[src/rtl/kernel_pkg.sv]
// Shared types and reset-kernel definition for the convolution kernel loader.
package kernel_pkg;

    typedef enum logic [1:0] {
        IDLE,
        LOAD,
        PENDING
    } loader_state_t;

    localparam int DEFAULT_SIZE = 3;
    localparam int DEFAULT_KERNEL_WIDTH = 8;

    // Vertical gradient {-1,-2,-1; 0,0,0; 1,2,1} for 3x3, all zeros otherwise.
    function automatic int default_coef(
        input int row,
        input int col,
        input int size
    );
        int mag;
        mag = (col == 1) ? 2 : 1;
        if (size != 3) return 0;
        if (row == 0) return -mag;
        if (row == 2) return mag;
        return 0;
    endfunction

endpackage

[src/rtl/kernel_bank.sv]
// SIZE x SIZE signed coefficient register array with indexed write and bulk load.
module kernel_bank
    import kernel_pkg::*;
#(
    parameter int SIZE = DEFAULT_SIZE,
    parameter int KERNEL_WIDTH = DEFAULT_KERNEL_WIDTH,
    parameter int IW = $clog2(SIZE * SIZE)
) (
    input  logic                           clk,
    input  logic                           rst_n,
    input  logic                           wr_en,
    input  logic [IW-1:0]                  wr_idx,
    input  logic signed [KERNEL_WIDTH-1:0] wr_data,
    input  logic                           load_en,
    input  logic signed [KERNEL_WIDTH-1:0] load_data [SIZE][SIZE],
    output logic signed [KERNEL_WIDTH-1:0] q [SIZE][SIZE]
);

    always_ff @(posedge clk or negedge rst_n) begin
        if (!rst_n) begin
            for (int r = 0; r < SIZE; r++) begin
                for (int c = 0; c < SIZE; c++) begin
                    q[r][c] <= KERNEL_WIDTH'(default_coef(r, c, SIZE));
                end
            end
        end else if (load_en) begin
            q <= load_data;
        end else if (wr_en) begin
            // Row-major index decode: slot (r,c) owns index r*SIZE+c.
            for (int r = 0; r < SIZE; r++) begin
                for (int c = 0; c < SIZE; c++) begin
                    if (wr_idx == IW'(r * SIZE + c)) begin
                        q[r][c] <= wr_data;
                    end
                end
            end
        end
    end

endmodule

[src/rtl/kernel_stream_loader.sv]
// Serial kernel loader with shadow bank committed at frame boundaries.
// Optional KERNEL_SUM_EN macro enables the registered coefficient sum.
module kernel_stream_loader
    import kernel_pkg::*;
#(
    parameter int SIZE = DEFAULT_SIZE,
    parameter int KERNEL_WIDTH = DEFAULT_KERNEL_WIDTH
) (
    input  logic                           clk,
    input  logic                           rst_n,
    input  logic                           coef_valid,
    output logic                           coef_ready,
    input  logic signed [KERNEL_WIDTH-1:0] coef_data,
    input  logic                           coef_last,
    input  logic                           frame_start,
    output logic signed [KERNEL_WIDTH-1:0] kernel [SIZE][SIZE],
    output logic                           kernel_update,
    output logic                           load_error,
    output logic signed [KERNEL_WIDTH+$clog2(SIZE*SIZE)-1:0] kernel_sum
);

    localparam int N = SIZE * SIZE;
    localparam int IW = $clog2(N);
    localparam int SW = KERNEL_WIDTH + IW;

    loader_state_t state_q, state_d;
    logic [IW-1:0] index_q, index_d;
    logic xfer;
    logic commit;
    logic error;
    logic at_end;
    logic signed [KERNEL_WIDTH-1:0] shadow_q [SIZE][SIZE];

    assign at_end = (index_q == IW'(N - 1));

    always_comb begin
        state_d = state_q;
        index_d = index_q;
        commit = 1'b0;
        error = 1'b0;
        coef_ready = (state_q != PENDING);
        xfer = coef_valid && coef_ready;
        unique case (state_q)
            IDLE, LOAD: begin
                if (xfer) begin
                    if (coef_last && at_end) begin
                        state_d = PENDING;
                        index_d = '0;
                    end else if (coef_last || at_end) begin
                        error = 1'b1;
                        state_d = IDLE;
                        index_d = '0;
                    end else begin
                        state_d = LOAD;
                        index_d = index_q + 1'b1;
                    end
                end
            end
            PENDING: begin
                if (frame_start) begin
                    commit = 1'b1;
                    state_d = IDLE;
                    index_d = '0;
                end
            end
            default: begin
                state_d = IDLE;
                index_d = '0;
            end
        endcase
    end

    always_ff @(posedge clk or negedge rst_n) begin
        if (!rst_n) begin
            state_q <= IDLE;
            index_q <= '0;
            kernel_update <= 1'b0;
            load_error <= 1'b0;
        end else begin
            state_q <= state_d;
            index_q <= index_d;
            kernel_update <= commit;
            load_error <= error;
        end
    end

    kernel_bank #(
        .SIZE(SIZE),
        .KERNEL_WIDTH(KERNEL_WIDTH),
        .IW(IW)
    ) u_shadow (
        .clk(clk),
        .rst_n(rst_n),
        .wr_en(xfer),
        .wr_idx(index_q),
        .wr_data(coef_data),
        .load_en(1'b0),
        .load_data(kernel),
        .q(shadow_q)
    );

    kernel_bank #(
        .SIZE(SIZE),
        .KERNEL_WIDTH(KERNEL_WIDTH),
        .IW(IW)
    ) u_active (
        .clk(clk),
        .rst_n(rst_n),
        .wr_en(1'b0),
        .wr_idx('0),
        .wr_data('0),
        .load_en(commit),
        .load_data(shadow_q),
        .q(kernel)
    );

`ifdef KERNEL_SUM_EN
    logic signed [SW-1:0] sum_d;

    always_comb begin
        sum_d = '0;
        for (int r = 0; r < SIZE; r++) begin
            for (int c = 0; c < SIZE; c++) begin
                sum_d = sum_d + SW'(shadow_q[r][c]);
            end
        end
    end

    // Every default kernel sums to zero, so reset to zero.
    always_ff @(posedge clk or negedge rst_n) begin
        if (!rst_n) begin
            kernel_sum <= '0;
        end else if (commit) begin
            kernel_sum <= sum_d;
        end
    end
`else
    assign kernel_sum = '0;
`endif

endmodule

[config.mk]
export PLATFORM = sky130hd
export DESIGN_NAME = kernel_stream_loader
export DESIGN_NICKNAME = d
export VERILOG_FILES = /design/src/rtl/kernel_pkg.sv /design/src/rtl/kernel_bank.sv /design/src/rtl/kernel_stream_loader.sv
export SDC_FILE = /design/constraint.sdc
export NUM_CORES = 1
export LEC_CHECK = 0
export CAP_MARGIN = 20
export CORE_ASPECT_RATIO = 0.7
export CORE_MARGIN = 4
export CORE_UTILIZATION = 50
export CTS_CLUSTER_DIAMETER = 50
export DETAILED_ROUTE_END_ITERATION = 6
export DONT_BUFFER_PORTS = 1
export HOLD_SLACK_MARGIN = 0.15
export PLACE_DENSITY_LB_ADDON = 0.08
export SETUP_SLACK_MARGIN = 0.1
export SLEW_MARGIN = 15
export SYNTH_ARGS = -nofsm -noshare
export SYNTH_HDL_FRONTEND = slang
export SYNTH_SLANG_ARGS = --single-unit
[constraint.sdc]
create_clock -name clk -period 2 [get_ports clk]
set_clock_uncertainty 0.05 [all_clocks]
set_input_delay 0.3 -clock clk [delete_from_list [all_inputs] [get_ports clk]]
set_output_delay 0.3 -clock clk [all_outputs]
set_load 0.01 [all_outputs]
==> results of run 1 <==
## cell type report
class                           count  area (µm²)
Fill cell                         915        4880
Sequential cell                   152        3870
Multi-Input combinational cell    196        2190
Clock buffer                       17         425
Tap cell                          157         196
Timing Repair Buffer               19         180
Clock inverter                     15         163
Inverter                            5        18.8
Antenna cell                        2        5.00
## layer usage
metal / part of all wire (%) / GRT usage, % / up-vias
met1: 43 / 22.7 / 1629
met4: 1.9 / 7.00 / 0
met3: 8.5 / 7.74 / 18
met5: 0 / 0 / -
met2: 46 / 26.5 / 84
li1: - / - / 1327
## cell usage after synthesis, drive strengths merged (2+ instances only)
library cell	instances
a21o	2
and4	4
buf	27
dfrtp	100
dfstp	52
ha	7
inv	5
mux2	144
mux2i	3
nand2	2
nand2b	2
nand3	3
nand3b	3
nand4b	3
nor2b	2
## where the power goes
part           internal (µW)  total [µW]  switching [µW]
sequential              4190        4770             577
clock                   1860        3160            1300
combinational           1140        1750             603
## timing repair
action / in CTS / in global routing
setup buffers: 4 / 1
gates resized for setup: 2 / 7
endpoints found under the hold margin: 231 / 152
cloned: 0 / 0
pin swaps: 1 / 0
setup endpoints to repair: 4 / 11
## how the worst max path moves through the flow
| stage | from | end | slack (ns) |
|---|---|---|---|
| 2_1_floorplan | index_q[0] | index_q[2] | 0.11 |
| 3_3_place_gp | index_q[1] | index_q[2] | 0.07 |
| 3_5_place_dp | index_q[1] | index_q[2] | -0.04 |
| 4_1_cts | index_q[1] | index_q[0] | 0.06 |
| 5_1_grt | index_q[0] | index_q[0] | 0.07 |
| 6_report | index_q[0] | index_q[0] | 0.13 |
## registers in the layout (all words and copies together), names as in the netlist
register	count
index_q	4
u_shadow.q	72
kernel_update	1
u_active.q	72
load_error	1
state_q	2
## metrics by stage
step / worst slack [ns] / TNS [ns]
6_report: 0.131 / 0
3_3_place_gp: 0.0728 / 0
3_5_place_dp: -0.0422 / -0.0436
4_1_cts: 0.0603 / 0
2_1_floorplan: 0.111 / 0
5_1_grt: 0.0670 / 0
## worst max-delay path: stages (launching register included)
cell	delay, ns
dfrtp_1	0.39
inv_2	0.10
ha_4	0.15
nor2b_4	0.17
nand2_2	0.08
buf_4	0.14
ha_1	0.19
nor3b_1	0.16
and3_1	0.19
a21o_1	0.15
## cells by family after synthesis
kind of cell | after synthesis | synth area share [%]
compound gates | 6 | 0.644
other cells | 1 | 0.0603
fa+ha+maj | 7 | 1.41
simple gates | 24 | 3.48
flops | 152 | 62.2
buf+inv | 33 | 3.72
mux | 147 | 28.5
## layout by cell type (no fill, tap or decap), types with 4 or more instances in the layout
cell type | synthesis | final
and4_4 | 4 | 4
inv_6 | 0 | 6
mux2_2 | 112 | 112
buf_4 | 12 | 8
dfrtp_1 | 100 | 100
dlygate4sd3_1 | 0 | 10
mux2_4 | 32 | 32
clkbuf_16 | 0 | 17
conb_1 | 1 | 12
dfstp_2 | 52 | 52
ha_1 | 7 | 5
==> results.md, run 1 <==
Finish:
- After the flow finishes, the layout carries non-filler instances totaling 563.
- The final layout contains 411 nets.
- Cells fill 59.1% of the core in the end.
- After routing the design area is 7050 µm².
- The share of final-layout standard cells stronger than drive strength 1 is 63.6%.
- Relative to the synthesized area, the layout overhead comes to 13.3%.

CTS:
- The depth of the CTS H-tree is 4.
- The maximum root-to-sink buffer count is 2.
- The clock reaches the later pin of the worst-skew pair after 0.41 ns.
- TritonCTS built the clock tree.
- The CTS buffer count is 17.
- The clock sink count is 152.
- The library cell used as clock root buffer is clkbuf_16.
- After clock tree synthesis, the flow added hold-fix buffers numbering 10.
- The clock slew seen by the registers of the worst setup and hold paths is 0.06 ns.

Placement:
- In this run the cell area measured after placement is 6290 µm².
- The cell count after placement is 514.
- Routability-driven placement finished with a final weighted congestion of 0.787.
- Buffers placed on the I/O ports in this run total 0.
- The wire-length estimate of the detail-placed layout is 7310 µm.

Power:
- The power density over the cells is 1370 nW/µm².
- The final total power is 9670 µW.
- The leakage power figure is 0.00336 µW.
- The worst-case vdd ir drop is 0.000777 V.

STA:
- The final count of hold timing violations is 152.
- The time the final worst path needs with I/O delays and setup is 1.87 ns.
- At the pin with the least slew margin, the transition time is 0.601 ns.
- Setup repair after global routing left no endpoint under its margin.
- Of the available clock period, the critical path in the final layout requires 93.5%.
- The final hold slack is -0.464 ns.
- For this run, the top clock speed supported by timing is 535 MHz.
- The final count of negative-setup-slack endpoints is 0.
- The max-slew violation count is 0.
- The relative max-transition margin is 59.8%.

Synth:
- The sequential share of the synthesized area is 62.2%.
- After synthesis the netlist holds a flip-flop and latch count of 152.
- The number of different library cells used by synthesis comes to 32.
- The area share of the largest cell type after synthesis is 40.2%.
- The fraction of registers with async set or reset after synthesis is 100%.
- The cell area that synthesis handed to floorplanning was 6220 µm².
- Yosys printed 0 warnings.
- The post-synthesis cell count is 370.
- The average cell area after synthesis is 16.8 µm².
- The biggest area consumer among synthesized cells is dfrtp_1.
- Yosys mapped a number of flops with a built-in enable equal to 0.
- Ranked by total cell area, the synthesized netlist is headed by dfrtp_1 40%, dfstp_2 22%, mux2_2 20%.
- Among all flip-flop cells after synthesis, the most frequent one is dfrtp_1.

Die:
- The area of the die is 14300 µm².
- The initial utilization of the core area, before any placement, comes to 52.1%.
- The number of primary I/O pins is 100.
- The number of cell rows is 33.
- In this run the horizontal extent of the chip is 141 µm.
- The area of the core is 11900 µm².
- The die is 101 µm tall.

Worst hold path:
- The tightest min-delay check is of the in -> async type.

Critical path:
- The worst register-to-register path begins at index_q[0].
- The endpoint of the worst-slack reg-to-reg timing path is index_q[0].
- The nature of the critical path endpoint is a flip-flop.
- The logic depth of the worst register-to-register path is 9.
- The critical path is of the reg -> reg type.
- Data on the critical path is required at its endpoint by 2.25 ns.
- The worst-path maximum fanout is 3.
- Across all register-to-register paths, the minimum setup slack is 0.13 ns.
- The arrival time at the worst endpoint is 2.12 ns.
- The startpoint kind of the worst setup timing path is a flip-flop.

Route:
- For this run, the detailed router's first-pass iteration total came to 4.
- The first routing iteration left 132 violations.
- The count of vias placed by the detailed router is 3058.
- The total wire length is 11900 µm.
- The count of nets left with antenna violations once routing finished came out at 0.
- The post-detailed-route DRC marker count is 0.
- After detailed routing, the number of vias per cell comes to 5.43.
- The routed length per placed instance is 21.2 µm.

Outcome:
- The run finished, with violations left.
- The final reports fail on negative hold slack.

Global routing:
- The total track usage is 17.6%.
- The number of antenna violations at the first check in global routing is 2.
- The global-route wire length before repair is 19000 µm.
- Entering global routing, the biggest net connects 153 pins.
- The via count of the first global-routing pass came to 3278.
- The residual overflow from global routing is 0.

Job:
- The number of max-cap violations is 0.
(Power assumes the default switching activity.)
==> run 2, diff against run 1 <==
--- a/config.mk
+++ b/config.mk
@@ -7,7 +7,6 @@
 export LEC_CHECK = 0
 export CAP_MARGIN = 20
 export CORE_ASPECT_RATIO = 0.7
-export CORE_MARGIN = 4
 export CORE_UTILIZATION = 50
 export CTS_CLUSTER_DIAMETER = 50
 export DETAILED_ROUTE_END_ITERATION = 6
@@ -15,6 +14,7 @@
 export HOLD_SLACK_MARGIN = 0.15
 export PLACE_DENSITY_LB_ADDON = 0.08
 export SETUP_SLACK_MARGIN = 0.1
+export SKIP_LAST_GASP = 1
 export SLEW_MARGIN = 15
 export SYNTH_ARGS = -nofsm -noshare
 export SYNTH_HDL_FRONTEND = slang
==> run 2 against run 1 <==
  * The flow still finishes with violations (negative hold slack)
  * Maximum frequency up 1.1%
  * Clock power up 3%
  * Final area up 0.12%
  * Setup slack better by 0.020 ns
  * Die area down 9.9%
  * Clock-buffer cell count up 5
  * Total power up 0.92%
  * Hold slack worse by 0.0044 ns
  * Sequential power about the same
==> results.md, run 2 (synthesized netlist as in run 1, its figures left out) <==
Outcome:
- The flow ran to the end, but the final reports show violations.
- The final reports fail on negative hold slack.

Power:
- The power density over the cells came to 1380 nW/µm² (+0.79%).
- The leakage power figure was 0.00336 µW (about the same).
- The switching power of the nets is 2400 µW (-3.0%).
- The switching part of the total is 24.6% (-0.98 points).
- The clock network fraction of total power is 33.3% (+0.6 points).
- The worst-case vdd ir drop is 0.000626 V (-19%).
- The relative contribution of combinational cells to total power is 17.8% (-0.3 points).
- The internal power came to 7360 µW (+2.2%).
- The power share of the sequential group came to 48.9% (-0.4 points).

Route:
- The total wire length is 11900 µm (about the same).
- The iteration count of the initial detailed-routing pass was 4 (unchanged).
- The remaining antenna violation count after routing was 0 (unchanged).
- The via-per-instance ratio was 5.37 (-1.2%).
- The initial DRC count came to 111 (-16%).
- The count of vias placed by the detailed router was 3012 (-1.5%).
- The routed length per placed instance is 21.3 µm (+0.41%).
- The post-detailed-route DRC marker count was 0 (unchanged).

Critical path:
- The nature of the critical path endpoint is a flip-flop.
- The signal on the critical path passes through inv_2 -> ha_2 -> nor2b_4 -> nand2_2 -> buf_4 -> ha_1 -> nor3b_1 -> and3_1 -> a21o_1.
- On the critical path, the stage with the largest delay is an instance of dfrtp_1.
- The startpoint kind of the worst setup timing path is a flip-flop.
- The largest incremental delay on the critical path is 0.38 ns (about the same).
- The worst-path maximum fanout is 3 (unchanged).
- The critical path class is reg -> reg.
- The critical path required time is 2.25 ns (about the same).
- The arrival time at the worst endpoint is 2.10 ns (-0.02 ns).

STA:
- The time the final worst path needs with I/O delays and setup is 1.85 ns (-0.0200 ns).
- The final count of hold timing violations is 152 (unchanged).
- The fraction of the cycle the final worst path needs is 92.5% (-1.0 points).
- The maximum operating frequency was 541 MHz (+1.1%).
- The aggregate negative setup slack is 0 ns (unchanged).
- The max-slew violation count came to 0 (unchanged).
- The pin slew with the least headroom to its limit came to 0.609 ns (+0.00760 ns).
- The relative max-transition margin is 59.3% (-0.51 points).
- The final count of negative-setup-slack endpoints is 0 (unchanged).
- The final hold slack is -0.468 ns (-0.00436 ns).
- Setup repair after global routing left no endpoint under its margin.

Job:
- The number of max-cap violations was 0 (unchanged).

Finish:
- The final-layout fill cell count came to 918 (+0.33%).
- The share of final-layout standard cells stronger than drive strength 1 is 62.5% (-1.1 points).
- Compared with the post-synthesis result, the final layout area differs by 13.5%.
- Leaving out fill and tap cells, the most frequent cells in the layout are 112 x mux2_2, 100 x dfrtp_1, 52 x dfstp_2.
- The post-layout utilization of the core came to 59.4% (+0.28 points).
- The net total in the final layout is 410 (-0.24%).
- The most common cell after layout, fill and taps aside is mux2_2.
- In the final layout, the registers with the most flip-flops are u_active.q (72), u_shadow.q (72), index_q (4).
- The non-filler instance count after layout is 561 (-0.36%).

Placement:
- The count of buffers from port buffering came to 0 (unchanged).
- The half-perimeter wire length of the detailed placement result came to 7070 µm (-3.3%).
- The placer's final routability congestion estimate is 0.783 (-0.44%).
- The cell count after placement is 515 (+0.19%).

CTS:
- The clock sink count is 152 (unchanged).
- The tree is rooted in a clkbuf_16.
- The post-cts hold buffer count came to 10 (unchanged).
- The depth of the CTS H-tree is 4 (unchanged).
- The later-pin clock latency in the skew report is 0.41 ns (about the same).
- The CTS buffer count is 17 (unchanged).
- The clock slew seen by the registers of the worst setup and hold paths is 0.06 ns (about the same).
- TritonCTS built the clock tree.
- The maximum root-to-sink buffer count was 2 (unchanged).

Die:
- The height of the die came to 95.3 µm (-5.9%).
- The area of the core is 11900 µm² (-0.35%).
- The initial core utilization is 52.3% (+0.18 points).
- The die width came to 135 µm (-4.2%).
- The number of cell rows is 33 (unchanged).
- The area of the die is 12900 µm² (-9.9%).
- The number of primary I/O pins came to 100 (unchanged).

Global routing:
- The pin count of the biggest net entering global routing came to 153 (unchanged).
- The via count of the first global-routing pass is 3231 (-1.4%).
- The total track usage is 20.3% (+2.7 points).
- The global-route wire length before repair is 18700 µm (-2.0%).
- The residual overflow from global routing is 0 (unchanged).
- The number of antenna violations at the first check in global routing is 1 (-1).

Worst hold path:
- The class of the tightest hold or removal check is in -> async.
run 2: cell count changes in the layout (fill, tap and decap cells not counted):
cell / previous run / this run
clkbuf_1: 0 / 3
bufinv_16: 2 / 3
inv_6: 6 / 1
buf_12: 1 / 2
ha_1: 5 / 6
inv_8: 1 / 0
clkbuf_8: 0 / 2
buf_4: 8 / 6
clkinvlp_4: 2 / 4
clkinv_2: 3 / 1
diode_2: 2 / 1
ha_4: 1 / 0
run 2: cell type report:
type	count	area, µm²	area share (%)
clock inverters	10	143	2.02
inverters	5	18.8	0.266
well taps	157	196	2.78
clock buffers	22	464	6.58
repair buffers	18	185	2.62
multi-input cells	196	2180	30.9
diodes	1	2.50	0.0355
flip-flops and latches	152	3870	54.8
run 2: path summary, 6_finish.rpt:
path | slack, ns | from | end | depth (start not counted)
hold / removal | -0.47 | rst_n | u_active.q[4] | 0
setup / recovery | 0.15 | index_q[1] | index_q[0] | 9
setup reg to reg | 0.15 | index_q[1] | index_q[0] | 9
max in group asynchronous | 2.07 | rst_n | u_active.q[50] | 0
min in group clk | 0.18 | frame_start | index_q[1] | 2
hold reg to reg | 0.45 | u_shadow.q[44] | u_active.q[44] | 1
run 2: power groups by stage:
stage	Sequential (µW)	Clock, µW	Combinational (µW)
after floorplan	4630	0	1430
after global placement	4770	0	1540
after detailed placement	4800	0	1600
after CTS	4770	3340	1700
after global routing	4900	3460	1900
final	4770	3250	1740
run 2: routing by layer:
metal / GRT usage (%) / part of all wire [%]
met4: 6.37 / 1.0
met3: 9.09 / 7.8
met5: 0 / 0
met2: 30.2 / 45
met1: 26.7 / 46
run 2: critical path: cells and delay by family, from the launching register on:
| family | cells | cell delay, ns |
|---|---|---|
| AOI/OAI and AO/OA | 1 | 0.14 |
| adders and majority gates | 2 | 0.37 |
| buffers and inverters | 2 | 0.22 |
| DFF | 1 | 0.38 |
| and+or+nand+nor | 4 | 0.57 |
run 2: timing repair:
item	in CTS	in global routing
gates resized for setup	2	5
cloned	0	0
endpoints found under the hold margin	231	152
setup endpoints to repair	2	12
buffers inserted	2	1
run 2: through the flow:
stage | setup WS (ns) | cell area, µm² | total power [µW] | hold slack, ns
finish | 0.151 | 7060 | 9760 | -0.468
CTS | 0.0588 | 7040 | 9800 | -0.488
global placement | 0.126 | 6310 | 6320 | -0.0418
detailed placement | 0.0127 | 6310 | 6410 | -0.0408
floorplan | 0.111 | 6260 | 6060 | -0.0456
global route | 0.0662 | 7060 | 10300 | -0.496
==> edit, RTL diff (config.mk and constraints of run 1) <==
The 3 states of `loader_state_t` get a one-hot encoding in 3 bits.
--- a/src/rtl/kernel_pkg.sv
+++ b/src/rtl/kernel_pkg.sv
@@ -1,10 +1,10 @@
 // Shared types and reset-kernel definition for the convolution kernel loader.
 package kernel_pkg;
 
-    typedef enum logic [1:0] {
-        IDLE,
-        LOAD,
-        PENDING
+    typedef enum logic [2:0] {
+        IDLE    = 3'b001,
+        LOAD    = 3'b010,
+        PENDING = 3'b100
     } loader_state_t;
 
     localparam int DEFAULT_SIZE = 3;
Check against the original RTL: no difference found for any inputs over 10 cycles, from zero or initial values and one cycle with rst_n low; not proved beyond that.
==> edit against run 1 <==
The flow still finishes with violations (hold timing); sequential cell count up 1; worst setup slack gained 0.020 ns; fmax grew 1.1%; sequential share of layout area decreased by 0.47 points; wire length is 2.9% higher; design area increased by 1.6%; synthesized area increased by 1.0%.
Power is not compared: it rests on default switching activity, and its combinational part moved more than twofold at a synthesized area within 25%.
==> edit: results (changes against run 1) <==
stage	metric	value	unit	change
status	run status	finished, violations left		
status	failing checks	hold timing		
sta	Slew headroom	59.24	%	-0.56 points
critical_path	CP startpoint	state_q[1]$_DFFE_PN0P_		
drt	Top Metal Used	met4		
drt	Vias/cell	5.477		+0.83%
synth	Post-synth top cells	mux2_2, dfrtp_1, dfstp_2, buf_4		
synth	post-synthesis mux area share	25.99	%	-2.5 points
synth	synthesized-area fraction occupied by ao, oa, aoi and oai cells	1.275	%	+0.63 points
clock_network	H-tree Lvls	4		unchanged
drt	WL met2	5.860	mm	+6.1%
synth	Synth async-reset ratio	100.0	%	unchanged
critical_path	Arr. time, crit path	2.09	ns	-0.03 ns
place	RD Place Congestion	0.7364		-6.4%
critical_path	Worst Reg2Reg Path Length in Cells	4		-5
place	placed cell count	533		+3.7%
global_routing	initial antenna violation count	0		-2
layout	final std cells w/o fill	577		+2.5%
place	dpl ws	0.1051	ns	+0.1474 ns
synth	count of different cell masters after synthesis	36		+13%
global_routing	largest net degree at the start of global routing	154		+0.65%
clock_network	Post-CTS Setup Inserts	1		-3
place	Post-DP HPWL	7.934	mm	+8.5%
pwr	combinational gate power	543	uW	
hold_path	Worst Hold Class	in -> async		
pwr	maximum vdd drop	574.4	uV	
global_routing	vias in the first global route	3372		+2.9%
global_routing	GRT Total Usage	18.15	%	+0.53 points
critical_path	max incr delay on CP	0.45	ns	+0.06 ns
place	placed cell areas	6409	um2	+1.9%
drt	met1 wire length	5.361	mm	+4.0%
drt	DRT iter0 DRCs	127		-3.8%
drt	Pre-antenna DRT Iters	4		unchanged
critical_path	slowest CP cell	or3b_4		
sta	hold slack	-0.4706	ns	-0.006869 ns
drt	wire length on met3	937	um	-7.6%
sta	final hold violation count	153		+0.66%
layout	layout cells sized above 1	59.76	%	-3.9 points
synth	Synth Flop Type	dfrtp_1		
clock_network	PostCTS Resize Cnt	1		-1
sta	post-layout min period	1.850	ns	-0.01967 ns
critical_path	worst setup path end	u_active.q[25]$_DFFE_PN0P_		
synth	Area contributors post-synth	dfrtp_1, mux2_2, dfstp_2		
synth	register area share after synthesis	62.00	%	-0.20 points
synth	Post-Synth Adder-Cell Area	1.394	%	-0.014 points
critical_path	r2r setup slk	0.15	ns	+0.02 ns
synth	synthesized instance count	381		+3.0%
layout	diodes inserted	0		-2
global_routing	global-route wire length before repair	19.59	mm	+2.9%
synth	XOR/XNOR Fraction of Synth Area	0.2788	%	+0.28 points
critical_path	CP max FO	36		+33
layout	layout net count	427		+3.9%
layout	Fill cells	894		-2.3%
## edit: cell count changes in the layout (fill, tap and decap cells not counted), moves of 4 or more
cell	run 1	this run
nand4_4	0	7
inv_6	6	1
mux2_2	112	141
mux2_1	0	4
mux2_4	32	0
and4_4	4	0
inv_1	3	7
## edit: final cells by class
| class | instances | area (um2) | share of cell area (%) |
|---|---|---|---|
| flip-flops and latches | 153 | 3896 | 54.41 |
| inverters | 8 | 30.03 | 0.4194 |
| well taps | 157 | 196.4 | 2.743 |
| clock buffers | 24 | 525.5 | 7.339 |
| clock inverters | 8 | 78.83 | 1.101 |
| multi-input cells | 206 | 2222 | 31.03 |
| repair buffers | 21 | 211.5 | 2.953 |
## edit: metal layers
layer | vias up | track usage [%]
li1 | 1401 | -
met1 | 1664 | 23.66
met2 | 86 | 28.59
met3 | 9 | 7.315
met4 | 0 | 4.867
met5 | - | 0
